`src/rtl/manual_reset_btn.sv`:
```
// manual_reset_btn
//   Conditions the raw front-panel "reset day" push-button into a clean,
//   single-cycle manual_reset pulse for the day-reset combiner. The button
//   goes through a 2-FF synchronizer, a debounce window, a long-press
//   qualification window and a one-shot stage. Short or bouncy presses never
//   fire. A held button fires once and then waits for a debounced release.
//
// Ports
//   clk           in   system clock, rising edge
//   reset         in   synchronous, active-low reset
//   btn           in   raw push-button, active-high, asynchronous, may bounce
//   manual_reset  out  registered one-cycle pulse on a qualified long press
//   armed         out  registered, high while a long press is being counted
//                      or firing (present only with MANUAL_RESET_ARMED_EN)
//
// Build option
//   MANUAL_RESET_ARMED_EN  adds the armed output. manual_reset timing is the
//                          same whether or not it is defined.
//
// FSM states
//   state       | meaning
//   ST_IDLE     | button released, waiting for a press
//   ST_DEBOUNCE | press seen, counting DEBOUNCE_CYCLES stable-high cycles
//   ST_HOLD     | press accepted, counting HOLD_CYCLES more high cycles
//   ST_FIRE     | one cycle; manual_reset is high
//   ST_WAIT_REL | pulse issued, waiting for DEBOUNCE_CYCLES stable-low cycles

module manual_reset_btn #(
    parameter int unsigned DEBOUNCE_CYCLES = 20000,
    parameter int unsigned HOLD_CYCLES     = 200000
) (
    input  logic clk,
    input  logic reset,
    input  logic btn,
    output logic manual_reset
`ifdef MANUAL_RESET_ARMED_EN
    ,
    output logic armed
`endif
);

    localparam int unsigned CNT_MAX = (DEBOUNCE_CYCLES > HOLD_CYCLES) ?
                                      DEBOUNCE_CYCLES : HOLD_CYCLES;
    localparam int unsigned CW      = $clog2(CNT_MAX) + 1;

    localparam logic [CW-1:0] DEB_LAST  = CW'(DEBOUNCE_CYCLES - 1);
    localparam logic [CW-1:0] HOLD_LAST = CW'(HOLD_CYCLES - 1);
    localparam logic [CW-1:0] CNT_ONE   = CW'(1);

    typedef enum logic [2:0] {
        ST_IDLE,
        ST_DEBOUNCE,
        ST_HOLD,
        ST_FIRE,
        ST_WAIT_REL
    } state_t;

    logic          s1_q, s1_d;
    logic          btn_sync_q, btn_sync_d;
    state_t        state_q, state_d;
    logic [CW-1:0] cnt_q, cnt_d;
    logic          manual_reset_q, manual_reset_d;
`ifdef MANUAL_RESET_ARMED_EN
    logic          armed_q, armed_d;
`endif

    always_comb begin
        s1_d       = btn;
        btn_sync_d = s1_q;
        state_d    = state_q;
        cnt_d      = cnt_q;

        case (state_q)
            ST_IDLE: begin
                cnt_d = '0;
                if (btn_sync_q) begin
                    state_d = ST_DEBOUNCE;
                    cnt_d   = CNT_ONE;
                end
            end
            ST_DEBOUNCE: begin
                if (!btn_sync_q) begin
                    state_d = ST_IDLE;
                    cnt_d   = '0;
                end else if (cnt_q == DEB_LAST) begin
                    state_d = ST_HOLD;
                    cnt_d   = '0;
                end else begin
                    cnt_d = cnt_q + CNT_ONE;
                end
            end
            ST_HOLD: begin
                if (!btn_sync_q) begin
                    state_d = ST_IDLE;
                    cnt_d   = '0;
                end else if (cnt_q == HOLD_LAST) begin
                    state_d = ST_FIRE;
                    cnt_d   = '0;
                end else begin
                    cnt_d = cnt_q + CNT_ONE;
                end
            end
            ST_FIRE: begin
                state_d = ST_WAIT_REL;
                cnt_d   = '0;
            end
            ST_WAIT_REL: begin
                if (btn_sync_q) begin
                    cnt_d = '0;
                end else if (cnt_q == DEB_LAST) begin
                    state_d = ST_IDLE;
                    cnt_d   = '0;
                end else begin
                    cnt_d = cnt_q + CNT_ONE;
                end
            end
            default: begin
                state_d = ST_IDLE;
                cnt_d   = '0;
            end
        endcase

        // Outputs are registered from the next state so they line up with
        // the cycle the FSM actually occupies that state.
        manual_reset_d = (state_d == ST_FIRE);
`ifdef MANUAL_RESET_ARMED_EN
        armed_d        = (state_d == ST_HOLD) || (state_d == ST_FIRE);
`endif
    end

    always_ff @(posedge clk) begin
        if (!reset) begin
            s1_q           <= 1'b0;
            btn_sync_q     <= 1'b0;
            state_q        <= ST_IDLE;
            cnt_q          <= '0;
            manual_reset_q <= 1'b0;
`ifdef MANUAL_RESET_ARMED_EN
            armed_q        <= 1'b0;
`endif
        end else begin
            s1_q           <= s1_d;
            btn_sync_q     <= btn_sync_d;
            state_q        <= state_d;
            cnt_q          <= cnt_d;
            manual_reset_q <= manual_reset_d;
`ifdef MANUAL_RESET_ARMED_EN
            armed_q        <= armed_d;
`endif
        end
    end

    assign manual_reset = manual_reset_q;
`ifdef MANUAL_RESET_ARMED_EN
    assign armed        = armed_q;
`endif

endmodule
```
`config.mk`:
```
export PLATFORM = sky130hd
export DESIGN_NAME = manual_reset_btn
export DESIGN_NICKNAME = d
export VERILOG_FILES = /design/src/rtl/manual_reset_btn.sv
export SDC_FILE = /design/constraint.sdc
export NUM_CORES = 1
export LEC_CHECK = 0
export CAP_MARGIN = 0
export CORE_MARGIN = 2
export CORE_UTILIZATION = 58
export CTS_CLUSTER_SIZE = 16
export DETAILED_ROUTE_END_ITERATION = 6
export PLACE_DENSITY = 0.76
export SETUP_SLACK_MARGIN = 0.1
export SYNTH_ARGS = -nofsm -noshare
export SYNTH_HDL_FRONTEND = slang
export SYNTH_SLANG_ARGS = --single-unit
```
`constraint.sdc`:
```
create_clock -name clk -period 2.3 [get_ports clk]
set_input_delay 0.69 -clock clk [delete_from_list [all_inputs] [get_ports clk]]
set_output_delay 0.69 -clock clk [all_outputs]
set_load 0.01 [all_outputs]
```
# Word-level counts from Yosys, hierarchy flattened
# Cells that the tools add are included.
[word_totals]
register_bits = 25
word_cells = 29
input_bits = 3
[op_classes]
n_addsub = 1
reduce_logical = 1
mux = 15
eq_ne = 7
[op_table]
columns = ["op", "count"]
rows = [
  ["two-way mux 19 bit", 5],
  ["case mux 19 bit (4 select lines)", 1],
  ["two-way mux 3 bit", 7],
  ["adder 19 x 1 -> 19 bit, second input constant", 1],
  ["equality test 19 x 15 -> 1 bit, second input constant", 1],
  ["equality test 19 x 18 -> 1 bit, second input constant", 1],
  ["case mux 3 bit (5 select lines)", 1],
  ["equality test 3 x 2 -> 1 bit, second input constant", 3],
  ["equality test 3 x 1 -> 1 bit, second input constant", 1],
  ["equality test 3 bit, second input constant", 1],
  ["zero test 3 bit", 1],
  ["two-way mux 1 bit", 1],
]

# Logic depth before layout (Yosys ltp)
# Gate-level depths: netlist of the first run.
[logic_depth]
depth_word = 5
mapped_depth = 8
mapped_depth_nobuf = 6

# Worst setup path before layout of the first run
# Ideal clock, no wire load.
[synth_path]
path_type = "register -> register"
startpoint = "register cnt_q[0]"
endpoint = "register cnt_q[5]"
synth_period_minus_slack_ns = 1.709
arrival_ns = 1.595
slack_ns = 0.591
path_buffers = 2
stages_incl_launch_ff = 9
cell_sequence = "dfxtp_1 ha_1 and4_1 nand4_1 o31ai_2 a211o_1 buf_6 buf_12 nor2_1"
[synth_via]
elab_chain_cells = 4
elab_cells_between_ends = 9
[synth_rtl]
columns = ["element", "line", "source"]
rows = [
  ["from (decl)", "61", "logic [CW-1:0] cnt_q, cnt_d;"],
  ["from (signal assigned)", "145", "cnt_q <= cnt_d;"],
  ["adder 19 x 1 -> 19 bit (tied with other cells)", "89, 100, 114", ""],
  ["two-way mux 19 bit, on equally long branches", "85, 110, 96", ""],
  ["two-way mux 19 bit, on equally long branches", "108, 82, 93", ""],
  ["case mux 19 bit (4 select lines) *", "73", "case (state_q)"],
]
# Mark *: on every way between the ends. The rest lies on a longest branch, timed or not.
# A chain may end at the register's enable or synchronous reset.

# Worst setup path after layout of the first run
[layout_path]
startpoint = "register cnt_q[0]"
endpoint = "register cnt_q[9]"
# Same word-level chain as after synthesis.

==> reports/results.tsv, run 1 <==
metric	value	unit
status	completed	
max_freq	500	MHz
hold_path.class	reg -> reg	
die_h	49.9	um
ir_drop	0.000406	V
numPortBuffers	3	
fin_cells	170	
tritoncts	yes	
clkSinkCount	25	
worstSkewPairLatency	0.32	ns
first_global_vias	862	
cts.clk_slew.worst_paths	0.12	ns
cts_setup_buffers	0	
cp_max_fo	18	
crit_required	2.51	ns
drive_gt1_frac	0.0699	
power.density	514	nW/um^2
track_usage	0.198	
routed_wl	2.15	mm
fin_total_pwr	0.000649	W
rr_endpoint	cnt_q[9]$_SDFF_PN0_	
fin_nets	148	
cts_buffer_depth	2	
layout_common_cells	31 x nor2_1, 25 x dfxtp_1, 11 x xor2_1	
whs_endpoint	btn_sync_q$_SDFF_PN0_	
whs_path_depth	1	
antenna_found_initial	0	
fillerInstances	186	
ff2ff_path_depth	7	
core_area	1980	um^2
ys_seq_area_frac	0.409	
synth_edf_count	0	
grt_max_degree	19	
numCtsBuffers	3	
ctsHtreeMaxLevel	1	
worst-setup-path-type	reg -> reg	
synth.ff_latch_count	25	
slew-limit-headroom	0.747	
ctsResizeCount	0	
synth_nets	145	
hold_viol	0	
crit_arrival	2.21	ns
min_period	2.00	ns
startpoint_type	register	
synthToLayoutAreaGrowth	3.07	%
diodes	0	
synthFlopType	dfxtp_1	
avgSynthCellArea	8.68	um^2
gp_congestion	0.828	
maxCapViolCount	0	
final_antenna_net_count	0	
design.die.area	2490	um^2
cp-end-kind	register	
tightest_slew	0.377	ns
overflow	0	
drc	0	
final_common_cell	nor2_1	
ys_warn_count	0	
clockRootBuffer	clkbuf_4	
avgViaCountPerCell	5.61	
reg2reg_slack	0.30	ns
finalSetupViolCount	0	
min_from	btn_sync_d$_SDFF_PN0_	
start_util	0.617	
min_period_over_period	0.870	
io_pins	4	
skew	0.0100	ns
drt-initial-drc-count	7	
postCtsHoldBufs	0	
async_flop_share	0	
die-width	49.9	um
synth.cell_area	1220	um^2
rows	16	
place_hpwl	1.55	mm
dr.pass1.iters	4	
detail_route.wl_per_cell	12.7	um
finalMaxSlewViolations	0	
synthCells	141	
grt_pass1_wl	3.80	mm
dp_cells	166	
leakage	0.386	nW
synth_cell_types	36	
fin_setup_tns	0	ns
via_count	954	
r2r_start	cnt_q[0]$_SDFF_PN0_	
rsz0062_at_grt	false	
[kinds of logic after synthesis]
group,Yosys count,share of synthesized area
DFF,25,0.409
AOI/OAI and AO/OA,13,0.0808
xor gates and xnor gates,17,0.122
adders and majority gates,1,0.0102
buffers and inverters,11,0.0644
and+or+nand+nor,74,0.314
[report_power, final]
group          total (W)  internal (W)  switching [W]  leakage (nW)
Combinational  0.0000166    0.00000807     0.00000849         0.169
Sequential      0.000439      0.000436     0.00000276         0.202
Clock           0.000194     0.0000679       0.000126        0.0150
[layout make-up]
| cell class | instances | area (um^2) | area share |
|---|---|---|---|
| timing repair buffer | 4 | 37.5 | 0.0298 |
| inverter | 5 | 18.8 | 0.0149 |
| multi-input combinational | 105 | 644 | 0.511 |
| sequential | 25 | 500 | 0.397 |
| tap | 27 | 33.8 | 0.0268 |
| clock buffer | 4 | 26.3 | 0.0208 |
[stage by stage]
step / util / area [um^2] / hold WS, ns / setup slack, ns
finish: 0.636 / 1260 / 0.457 / 0.300
CTS: 0.636 / 1260 / 0.463 / 0.296
global route: 0.636 / 1260 / 0.471 / 0.132
global placement: 0.623 / 1230 / 0.425 / 0.344
floorplan: - / 1220 / 0.412 / 0.591
detailed placement: 0.623 / 1230 / 0.430 / 0.241
[layer usage]
layer  wire length, um  track usage
met5                 0            0
met4                29       0.0694
met3                63       0.0545
met2              1030        0.309
met1              1030        0.261
[Yosys cell counts, types with 2 or more instances]
cell type / instances / share of area
nor2_1: 31 / 0.095
dfxtp_1: 25 / 0.41
xor2_1: 11 / 0.079
nand2_1: 8 / 0.025
nand4_1: 8 / 0.041
nand3_1: 7 / 0.029
xnor2_1: 6 / 0.043
inv_1: 5 / 0.015
a21oi_1: 3 / 0.012
and2_1: 3 / 0.015
nor3_1: 3 / 0.012
buf_2: 2 / 0.0082
buf_6: 2 / 0.018
nor3b_1: 2 / 0.012
o21ai_0: 2 / 0.0082
o31ai_2: 2 / 0.020
or4_1: 2 / 0.012
[worst max-delay path: stages (launching register included)]
cell	delay, ns
dfxtp_1	0.40
ha_1	0.23
and4_1	0.31
nand4_1	0.21
o31ai_2	0.31
a211o_1	0.15
buf_4	0.22
nor2_1	0.08
[state kept, by name, indices dropped and copies added, names as in the netlist]
| register | cells |
|---|---|
| btn_sync_d | 1 |
| btn_sync_q | 1 |
| cnt_q | 19 |
| manual_reset | 1 |
| state_q | 3 |
[worst max path at each step]
stage | start | end | slack, ns | depth (start not counted)
detailed placement | reset | cnt_q[15]$_SDFF_PN0_ | 0.24 | 5
floorplan | cnt_q[0]$_SDFF_PN0_ | cnt_q[5]$_SDFF_PN0_ | 0.59 | 8
finish | cnt_q[0]$_SDFF_PN0_ | cnt_q[9]$_SDFF_PN0_ | 0.30 | 7
global route | cnt_q[0]$_SDFF_PN0_ | cnt_q[3]$_SDFF_PN0_ | 0.13 | 7
CTS | cnt_q[0]$_SDFF_PN0_ | cnt_q[2]$_SDFF_PN0_ | 0.30 | 7
global placement | reset | cnt_q[3]$_SDFF_PN0_ | 0.34 | 5
Power figures use the tool's default switching activity.
==> run 2: changes to the inputs <==
clock period = 2.16 ns   (was 2.3 ns; I/O delays follow)
==> reports/results.tsv, run 2 (same netlist as run 1, synthesis figures left out) <==
metric	value	unit
status	completed	
antenna_found_initial	0	
worst-setup-path-type	reg -> reg	
ir_drop	0.000542	V
max_freq	508	MHz
setup_ws	0.192	ns
wl_met1	1.03	mm
fin_setup_tns	0	ns
slew-limit-headroom	0.706	
rr_endpoint	cnt_q[13]$_SDFF_PN0_	
synthToLayoutAreaGrowth	5.62	%
cts.clk_slew.worst_paths	0.14	ns
whs_path_depth	1	
track_usage	0.202	
cpPeakStageDelay	0.38	ns
clockRootBuffer	clkbuf_4	
worstSkewPairLatency	0.32	ns
final_common_cell	nor2_1	
routed_wl	2.23	mm
largest_register_ffs	19	
grt_max_degree	16	
dp_slack	0.194	ns
io_pins	4	
fin_nets	150	
numPortBuffers	3	
reg_top3	cnt_q (19), state_q (3)	
place_hpwl	1.61	mm
whs_endpoint	btn_sync_q$_SDFF_PN0_	
crit_chain	ha_2 > and4_4 > nand4_1 > o31ai_2 > a211o_1 > buf_4 > nor2_1	
tightest_slew	0.438	ns
diodes	0	
hold_viol	0	
crit_arrival	2.19	ns
final_antenna_net_count	0	
power.density	540	nW/um^2
maxCapViolCount	0	
grt_pass1_wl	3.88	mm
fin_total_pwr	0.000698	W
finalMaxSlewViolations	0	
design.die.area	2490	um^2
drc	0	
numCtsBuffers	3	
leakage	0.394	nW
layout_common_cells	31 x nor2_1, 24 x dfxtp_1, 11 x xor2_1	
rsz0062_at_grt	false	
first_global_vias	956	
regMostFlops	cnt_q	
postCtsHoldBufs	0	
ff2ff_path_depth	7	
top_layer	met4	
skew	0.00956	ns
dr.pass1.iters	4	
avgViaCountPerCell	5.60	
min_period_over_period	0.911	
drive_gt1_frac	0.117	
cp-end-kind	register	
reg2reg_slack	0.19	ns
drt-initial-drc-count	22	
wl_met3	62	um
cts_buffer_depth	2	
min_from	btn_sync_d$_SDFF_PN0_	
gp_congestion	0.813	
overflow	0	
finalSetupViolCount	0	
r2r_start	cnt_q[1]$_SDFF_PN0_	
rows	16	
start_util	0.617	
clkSinkCount	25	
detail_route.wl_per_cell	13.0	um
fin_cells	172	
die-width	49.9	um
hold_path.class	reg -> reg	
die_h	49.9	um
wl_met2	1.11	mm
dp_cells	167	
via_count	964	
core_area	1980	um^2
cp_max_fo	10	
tritoncts	yes	
slowest_stage	dfxtp_1	
startpoint_type	register	
min_period	1.97	ns
ctsHtreeMaxLevel	1	
crit_required	2.38	ns
[run 2: worst max path at each step]
stage	slack [ns]	endpoint	from	cells past startpoint
global route	0.08	cnt_q[15]$_SDFF_PN0_	cnt_q[1]$_SDFF_PN0_	7
finish	0.19	cnt_q[13]$_SDFF_PN0_	cnt_q[1]$_SDFF_PN0_	7
floorplan	0.45	cnt_q[5]$_SDFF_PN0_	cnt_q[0]$_SDFF_PN0_	8
global placement	0.25	cnt_q[3]$_SDFF_PN0_	reset	5
CTS	0.19	cnt_q[13]$_SDFF_PN0_	cnt_q[0]$_SDFF_PN0_	7
detailed placement	0.19	cnt_q[18]$_SDFF_PN0_	reset	5
[run 2: final cells by class]
cell class | count | area [um^2]
flip-flops and latches | 25 | 502
inverters | 5 | 18.8
clock inverters | 1 | 7.51
multi-input cells | 105 | 656
clock buffers | 3 | 22.5
repair buffers | 6 | 52.6
well taps | 27 | 33.8
fillers | 177 | 689
[run 2: metal layers]
layer | vias to the layer above | GRT usage
met1 | 458 | 0.236
met4 | 0 | 0.0463
li1 | 490 | -
met2 | 12 | 0.356
met5 | - | 0
met3 | 4 | 0.0667
[run 2: metrics by stage]
stage / area (um^2) / utilization / hold slack (ns)
after CTS: 1270 / 0.642 / 0.466
after global routing: 1290 / 0.652 / 0.471
after detailed placement: 1240 / 0.627 / 0.436
after global placement: 1240 / 0.627 / 0.428
final: 1290 / 0.652 / 0.460
after floorplan: 1220 / - / 0.412
[run 2: what timing repair did]
action / 4_1_cts / 5_1_grt
buffers inserted: 0 / 1
setup endpoints to repair: 0 / 19
gates resized for setup: 0 / 5
[run 2: report_power, final]
| part | internal [W] | switching [W] |
|---|---|---|
| combinational | 0.0000102 | 0.00000902 |
| clock | 0.0000707 | 0.000140 |
| sequential | 0.000465 | 0.00000339 |
[run 2: worst max-delay path: cells and delay by family, from the launching register on]
| kind | cells | cell delay (ns) |
|---|---|---|
| compound gates | 2 | 0.53 |
| fa+ha+maj | 1 | 0.22 |
| buf+inv | 1 | 0.17 |
| flops | 1 | 0.38 |
| simple gates | 3 | 0.57 |
